`src/rtl/combination_pkg.sv`:
```
`default_nettype none
// ============================================================================
// Module  : combination_pkg
// Brief   : Shared data width and ALU opcode encodings for the combination slice.
// Revision: 1.0 - initial release
// ============================================================================
package combination_pkg;

    localparam int XLEN = 32;
    localparam int NREGS = 32;

    localparam logic [3:0] ALU_AND = 4'b0000;
    localparam logic [3:0] ALU_OR  = 4'b0001;
    localparam logic [3:0] ALU_ADD = 4'b0010;
    localparam logic [3:0] ALU_SUB = 4'b0110;
    localparam logic [3:0] ALU_SLT = 4'b0111;
    localparam logic [3:0] ALU_NOR = 4'b1100;

endpackage
`default_nettype wire

```
`src/rtl/combination_if.sv`:
```
`default_nettype none
// ============================================================================
// Module  : combination_if
// Brief   : Register-select, ALU-control and zero-flag bundle of the slice.
// Revision: 1.0 - initial release
// ============================================================================
interface combination_if;

    logic [4:0] rr1;
    logic [4:0] rr2;
    logic [4:0] wr;
    logic       rw;
    logic [3:0] ctl;
    logic       zero;

    modport master (
        output rr1, rr2, wr, rw, ctl,
        input  zero
    );

    modport slave (
        input  rr1, rr2, wr, rw, ctl,
        output zero
    );

endinterface
`default_nettype wire

```
`src/rtl/combination_regfile.sv`:
```
`default_nettype none
// ============================================================================
// Module  : regfile
// Brief   : 32-entry register file, two async read ports, one sync write port.
// Revision: 1.0 - initial release
// ============================================================================
module regfile
    import combination_pkg::*;
#(
    parameter int WIDTH = XLEN
) (
    input  wire logic             clk,
    input  wire logic             rst,
    input  wire logic [4:0]       i_rd_idx_a,
    input  wire logic [4:0]       i_rd_idx_b,
    output logic      [WIDTH-1:0] o_rd_data_a,
    output logic      [WIDTH-1:0] o_rd_data_b,
    input  wire logic             i_we,
    input  wire logic [4:0]       i_wr_idx,
    input  wire logic [WIDTH-1:0] i_wr_data
);

    logic [WIDTH-1:0] regs_q [NREGS];
    logic [WIDTH-1:0] regs_d [NREGS];

    // Reset loads each register with its own index so operands are known.
    always_comb begin
        regs_d = regs_q;
        if (!rst) begin
            for (int i = 0; i < NREGS; i++) begin
                regs_d[i] = WIDTH'(i);
            end
        end else if (i_we && (i_wr_idx != 5'd0)) begin
            regs_d[i_wr_idx] = i_wr_data;
        end
    end

    always_ff @(posedge clk) begin
        regs_q <= regs_d;
    end

    assign o_rd_data_a = (i_rd_idx_a == 5'd0) ? '0 : regs_q[i_rd_idx_a];
    assign o_rd_data_b = (i_rd_idx_b == 5'd0) ? '0 : regs_q[i_rd_idx_b];

endmodule
`default_nettype wire

```
`src/rtl/combination.sv`:
```
`default_nettype none
// ============================================================================
// Module  : combination
// Brief   : Register file plus inline ALU; result writes back, zero flag out.
// Revision: 1.0 - initial release
// ============================================================================
module combination
    import combination_pkg::*;
(
    input  wire logic     clk,
    input  wire logic     rst,
    combination_if.slave  bus
);

    logic [XLEN-1:0] w_op_a;
    logic [XLEN-1:0] w_op_b;
    logic [XLEN-1:0] w_result;

    regfile #(
        .WIDTH (XLEN)
    ) u_regfile (
        .clk         (clk),
        .rst         (rst),
        .i_rd_idx_a  (bus.rr1),
        .i_rd_idx_b  (bus.rr2),
        .o_rd_data_a (w_op_a),
        .o_rd_data_b (w_op_b),
        .i_we        (bus.rw),
        .i_wr_idx    (bus.wr),
        .i_wr_data   (w_result)
    );

    always_comb begin
        w_result = '0;
        case (bus.ctl)
            ALU_AND: w_result = w_op_a & w_op_b;
            ALU_OR:  w_result = w_op_a | w_op_b;
            ALU_ADD: w_result = w_op_a + w_op_b;
            ALU_SUB: w_result = w_op_a - w_op_b;
            ALU_SLT: w_result = {{(XLEN-1){1'b0}}, ($signed(w_op_a) < $signed(w_op_b))};
            ALU_NOR: w_result = ~(w_op_a | w_op_b);
            default: w_result = '0;
        endcase
    end

    assign bus.zero = (w_result == '0);

endmodule
`default_nettype wire

```
`src/flat_wrapper.sv`:
```
// flat-port wrapper written by rule: the top's interface ports become plain ports
module combination_flat import combination_pkg::*;
  (clk, rst, bus_rr1, bus_rr2, bus_wr, bus_rw, bus_ctl, bus_zero);
  combination_if bus_i ();
  input  wire logic clk;
  input  wire logic rst;
  input wire logic [$bits(bus_i.rr1)-1:0] bus_rr1;
  input wire logic [$bits(bus_i.rr2)-1:0] bus_rr2;
  input wire logic [$bits(bus_i.wr)-1:0] bus_wr;
  input wire logic [$bits(bus_i.rw)-1:0] bus_rw;
  input wire logic [$bits(bus_i.ctl)-1:0] bus_ctl;
  output wire logic [$bits(bus_i.zero)-1:0] bus_zero;
  assign bus_i.rr1 = bus_rr1;
  assign bus_i.rr2 = bus_rr2;
  assign bus_i.wr = bus_wr;
  assign bus_i.rw = bus_rw;
  assign bus_i.ctl = bus_ctl;
  assign bus_zero = bus_i.zero;
  combination u_core (.clk(clk), .rst(rst), .bus(bus_i));
endmodule
```
`config.mk`:
```
export PLATFORM = sky130hd
export DESIGN_NAME = combination_flat
export DESIGN_NICKNAME = d
export VERILOG_FILES = /design/src/rtl/combination_pkg.sv /design/src/rtl/combination_if.sv /design/src/rtl/combination_regfile.sv /design/src/rtl/combination.sv /design/src/flat_wrapper.sv
export SDC_FILE = /design/constraint.sdc
export NUM_CORES = 2
export LEC_CHECK = 0
export ABC_CLOCK_PERIOD_IN_PS = 20900
export BUFFER_PORTS_ARGS = -buffer_cell sky130_fd_sc_hd__buf_2
export CAP_MARGIN = 20
export CORE_MARGIN = 1.5
export CORE_UTILIZATION = 29
export DETAILED_ROUTE_END_ITERATION = 8
export PLACE_DENSITY_LB_ADDON = 0.08
export SYNTH_ARGS = -nofsm -noshare
export SYNTH_HDL_FRONTEND = slang
export SYNTH_SLANG_ARGS = --single-unit
```
`constraint.sdc`:
```
create_clock -name clk -period 20.9 [get_ports clk]
set_clock_uncertainty 0.2 [all_clocks]
set_input_delay 2.09 -clock clk [delete_from_list [all_inputs] [get_ports clk]]
set_output_delay 2.09 -clock clk [all_outputs]
set_load 0.02 [all_outputs]
```
# Yosys cells after proc, flatten, opt, wreduce, memory -nomap -nowiden
# Cells that the tools add are included.
op_classes:
  addsub: 2
  order_cmp: 5
  eq_ne: 5
  muxes: 12
  bitwise: 6
  reduce_logical: 7
ops:
  columns: ["op", "n"]
  rows:
  - ["bitwise mux 1024 bit", 1]
  - ["binary-select mux 32 bit (select 5 bit)", 2]
  - ["2-to-1 mux 32 bit", 7]
  - ["one-hot mux 32 bit (6 select lines)", 1]
  - ["demux 32 bit (select 5 bit)", 1]
  - ["adder 32 bit", 1]
  - ["AND 32 bit", 1]
  - ["zero test 32 bit", 1]
  - ["less-than comparator 32 bit", 1]
  - ["NOT 32 bit", 1]
  - ["bitwise OR 32 bit", 1]
  - ["subtractor 32 bit", 1]
  - [">= comparator 6 bit (second input constant)", 3]
  - ["NOT 5 -> 6 bit", 3]
  - ["zero test 5 bit", 2]
  - ["equality test 4 x 3 -> 1 bit (second input constant)", 2]
  - ["less-than comparator 6 x 1 -> 1 bit (second input constant)", 1]
  - ["nonzero test 5 bit", 1]
  - ["equality test 4 x 1 -> 1 bit (second input constant)", 1]
  - ["equality test 4 x 2 -> 1 bit (second input constant)", 1]
  - ["equality test 4 bit (second input constant)", 1]
  - ["zero test 4 bit", 1]
  - ["logical AND 1 bit", 2]
word_totals:
  regBits: 1024
  in_bits: 22
  out_inout_bits: 1

# Logic depth before layout (Yosys ltp)
depth:
  word_depth: 9
  ltp_mapped: 24
  depth_no_buf: 19

# Cells and area by module
# Synthesis repeated with hierarchy kept, for this count alone.
hier_totals:
  hier_cells: 6862
  hier_area_um2: 60071.4
modules_own_cells:
  columns: ["module", "instances", "cells_each", "area_each_um2", "seq_area_each_um2"]
  rows:
  - ["regfile", 1, 5984, 54343.4, 20499.7]
  - ["combination", 1, 878, 5728.0, 0.0]

# Least setup slack after synthesis
# OpenSTA, ideal clock, no wires.
synth_path:
  kind: "input -> output"
  from: "in bus_rr1[0]"
  to: "out bus_zero"
  arrival_ns: 7.464
  setup_slack_ns: 11.146
  cell_stages: 22
  n_path_buf: 4
  cell_sequence: "clkbuf_1 buf_2 buf_1 buf_2 mux4_2 mux4_2 nand2_1 a21o_1 ha_1 inv_1 fa_1 nor2b_1 o21ai_1 nand3_1 a211oi_1 nor2_1 a211o_1 a22oi_1 and4_1 nand4_1 nor4bb_1 and4b_1"
synth_between:
  elab_chain_len: 9
  word_cells_on_any_way: 14
synth_lines:
  columns: ["item", "line_no", "text"]
  rows:
  - ["start, declared", "flat_wrapper.sv:7", "input wire logic [$bits(bus_i.rr1)-1:0] bus_rr1;"]
  - ["NOT 5 -> 6 bit (not written as such)", "combination_regfile.sv:42", "assign o_rd_data_a = (i_rd_idx_a == 5'd0) ? '0 : regs_q[i_rd_idx_a];"]
  - ["binary-select mux 32 bit (select 5 bit)", "combination_regfile.sv:42", null]
  - ["2-to-1 mux 32 bit (not written as such) (2 in a row)", "combination_regfile.sv:42", null]
  - ["2-to-1 mux 32 bit (*)", "combination_regfile.sv:42", null]
  - ["parallel branches: the longest is 2 deep, another holds subtractor 32 bit", null, null]
  - ["one-hot mux 32 bit (6 select lines) (*)", "combination.sv:35", "case (bus.ctl)"]
  - ["zero test 32 bit (*)", "combination.sv:46", "assign bus.zero = (w_result == '0);"]
  - ["end, declared", "flat_wrapper.sv:12", "output wire logic [$bits(bus_i.zero)-1:0] bus_zero;"]
# Mark *: on every way between the ends. The select of a mux whose other input is x is not followed.

# Worst setup path in the final report
# Ends and elaborated chain as after synthesis.

==> results.sh <==
export IMPL_slew_headroom_pct=22.7
export IMPL_largest_reg_flops=1024
export IMPL_finalMaxSlewViolations=0
export IMPL_irDropWorstVdd_v=0.0000752
export IMPL_ys_flop_type="dfxtp_1"
export IMPL_synth_seq_cells=1024
export IMPL_yosysWarnings=0
export IMPL_fin_setup_tns_ps=0
export IMPL_io_pins=23
export IMPL_cp_slowest_cell="buf_4"
export IMPL_leakage_nw=32.0
export IMPL_status="finished clean"
export IMPL_hold_buffers=0
export IMPL_clkSlewWorstSetupHoldPaths_ps=50
export IMPL_crit_required_ps=18610
export IMPL_hp_class="reg -> reg"
export IMPL_drc=0
export IMPL_critPathTopFamily="buffers and inverters"
export IMPL_setup_violations=0
export IMPL_synth_edff_count=0
export IMPL_n_fill_cell=19800
export IMPL_start_util_pct=29.2
export IMPL_cts_sinks=1024
export IMPL_io_buffers=22
export IMPL_fin_util_pct=32.7
export IMPL_root_buffer="clkbuf_16"
export IMPL_power_mw=4.81
export IMPL_detail_route_iter0_violations=3550
export IMPL_final_area_mm2=0.0646
export IMPL_critPathKind="in -> out"
export IMPL_start_kind="primary input"
export IMPL_rsz0062_at_grt="no"
export IMPL_die_w_um=449
export IMPL_maxCapViolations=0
export IMPL_path_buf_inv=7
export IMPL_path_max_fanout=59
export IMPL_wirelength_um=221000
export IMPL_num_rows=163
export IMPL_synthArstFlopShare_pct=0
export IMPL_htreeDepth=4
export IMPL_largest_register="u_core.u_regfile.regs_q"
export IMPL_drive_gt1_share_pct=20.8
export IMPL_cts_path_max_buffers=3
export IMPL_synth_fp_nets=5548
export IMPL_synthDistinctLibCells=92
export IMPL_finalCritPeriodShare_pct=59.9
export IMPL_wl_per_cell_um=28.2
export IMPL_avgViaCountPerCell=5.64
export IMPL_dp_hpwl_um=128000
export IMPL_postCtsSetupRepairBufs=0
export IMPL_cts_resized=0
export IMPL_max_stage_delay_ps=790
export IMPL_powerDensity_mw_per_mm2=74.5
export IMPL_synth_area_mm2=0.0577
export IMPL_fp_coreArea_mm2=0.198
export IMPL_reg_top3="u_core.u_regfile.regs_q (1024)"
export IMPL_cts_made_buffers=131
export IMPL_crit_arrival_ps=10240
export IMPL_path_cells="buf_8 -> buf_4 -> buf_4 -> mux4_2 -> mux4_2 -> nand2_1 -> a21o_1 -> ha_1 -> inv_1 -> fa_1 -> nor2b_1 -> o21ai_1 -> nand4b_1 -> nand2_1 -> o21ai_0 -> buf_4 -> a221oi_2 -> a2bb2oi_2 -> buf_4 -> and4_1 -> nand4_1 -> nor4bb_1 -> and4b_1 -> buf_2"
export IMPL_grt_pass1_vias=43900
export IMPL_dieArea_mm2=0.202
export IMPL_finalHoldViolations=0
export IMPL_min_period_ps=12530
export IMPL_nNetsFinal=5200
export IMPL_grt_pass1_wl_um=322000
export IMPL_placed_area_mm2=0.0603
export IMPL_clk_latency_ps=810
export IMPL_cts_tree="built"
export IMPL_final_cell_count_no_fill=7812
export IMPL_tightest_slew_ps=1160
export IMPL_crit_top_cell="buf_4"
export IMPL_synth_area_per_cell_um2=10.6
export IMPL_yosysSeqAreaShare_pct=35.5
export IMPL_postSynthCellCount=5428
export IMPL_grt_ovfl_total=0
export IMPL_postRouteAntennaNets=0
export IMPL_grt_max_degree=182
export IMPL_place_congestion=0.858
export IMPL_dp_cells=7587
export IMPL_die_h_um=449
export IMPL_antenna_found_initial=10
export IMPL_fmax_mhz=79.8
export IMPL_track_usage_pct=21.6
export IMPL_syn_to_final_growth_pct=11.9
export IMPL_dr_pass1_iters=5
export IMPL_via_count=44100
export IMPL_end_kind="primary output"
## cell families after synthesis
| family | share of synthesized area, % |
|---|---|
| AO/OA/AOI/OAI | 21.2 |
| flip-flops | 35.5 |
| adder cells (fa/ha/maj) | 2.15 |
| multiplexers | 25.5 |
| AND/OR/NAND/NOR | 10.8 |
| buffers and inverters | 4.84 |
| XOR/XNOR | 0.0303 |
## layer usage
layer  global-route usage (%)  vias up  share of wire (%)
li1                         -    19800                  -
met1                     30.1    23100                 47
met2                     35.5      924                 48
met3                     2.38      231                3.7
met4                     5.01        0                2.0
met5                        0        -                  0
## final cells by class
| type | count | area (µm²) | share of cell area [%] |
|---|---|---|---|
| antenna | 1 | 2.50 | 0.00387 |
| tap | 2640 | 3300 | 5.11 |
| multi-input combinational | 3678 | 34900 | 54.0 |
| inverter | 95 | 357 | 0.552 |
| timing repair buffer | 150 | 1230 | 1.91 |
| clock buffer | 184 | 3770 | 5.84 |
| clock inverter | 40 | 514 | 0.796 |
| sequential | 1024 | 20500 | 31.7 |
## cells in the mapped netlist (all sizes together), types with 29 or more instances
cell	n	area, µm²
nand2b	74	463
buf	115	500
o21ai	160	805
a21o	62	465
o211a	823	8240
mux2i	29	290
a22oi	41	313
inv	95	357
o211ai	34	255
clkbuf	516	1940
ha	96	1200
nor2b	43	277
a21oi	151	763
mux4	640	14400
nand2	1094	4110
nor2	103	387
and2	41	257
dfxtp	1024	20500
## power by group
part,internal [mW],total (mW),leakage [nW],switching [mW]
clock,1.34,2.30,2.12,0.960
sequential,1.98,1.99,8.27,0.0173
combinational,0.176,0.521,21.6,0.345
total,3.49,4.81,32.0,1.32
## worst reg2reg max path, stage by stage (launching register included)
cell and delay [ps]:
dfxtp_1 330, mux4_2 480, mux4_2 530, nand2_1 140
a21o_1 260, ha_1 550, nor3b_2 330, a21bo_1 240
and3_4 190, a211o_1 420, a21oi_2 410, a31o_2 340
a31oi_1 160, a21oi_1 180, nand2b_2 710, nand2_1 150
o211a_1 160
## placed cells by master, fill, tap and decap left out, types with 25 or more instances in the layout
cell       Yosys  layout
buf_4          3     124
o21ai_0      152     152
clkbuf_16      0     132
o22ai_1       25      25
nor2_1       103      67
a22oi_1       40      31
a21o_1        62      62
mux2i_1       29      29
inv_1         95      95
nand2_1     1094    1094
clkbuf_1     515      25
o211a_1      823     823
o211ai_1      34      34
a21oi_1      149     147
nand2b_1      74      73
dfxtp_1     1024    1024
clkbuf_8       0      27
nor2b_1       42      41
mux4_2       640     640
ha_1          96      96
nor2_4         0      36
and2_1        41      40
## metrics by stage
stage          worst slack, ps  hold slack, ps
5_1_grt                   7800             295
2_1_floorplan            11150             243
4_1_cts                   8260             279
6_report                  8370             275
3_3_place_gp              8260             256
3_5_place_dp              8260             262
## path summary, 6_finish.rpt
kind                                               startpoint                            end  slack (ps)  cells after the start
worst max-delay path                               bus_rr1[0]                       bus_zero        8370                     24
worst min-delay path            u_core.u_regfile.regs_q[1007]  u_core.u_regfile.regs_q[1007]         270                      1
worst max register to register     u_core.u_regfile.regs_q[6]   u_core.u_regfile.regs_q[445]       15030                     16
worst min register to register  u_core.u_regfile.regs_q[1007]  u_core.u_regfile.regs_q[1007]         270                      1
Note: power is estimated with default switching activity, not from simulation.
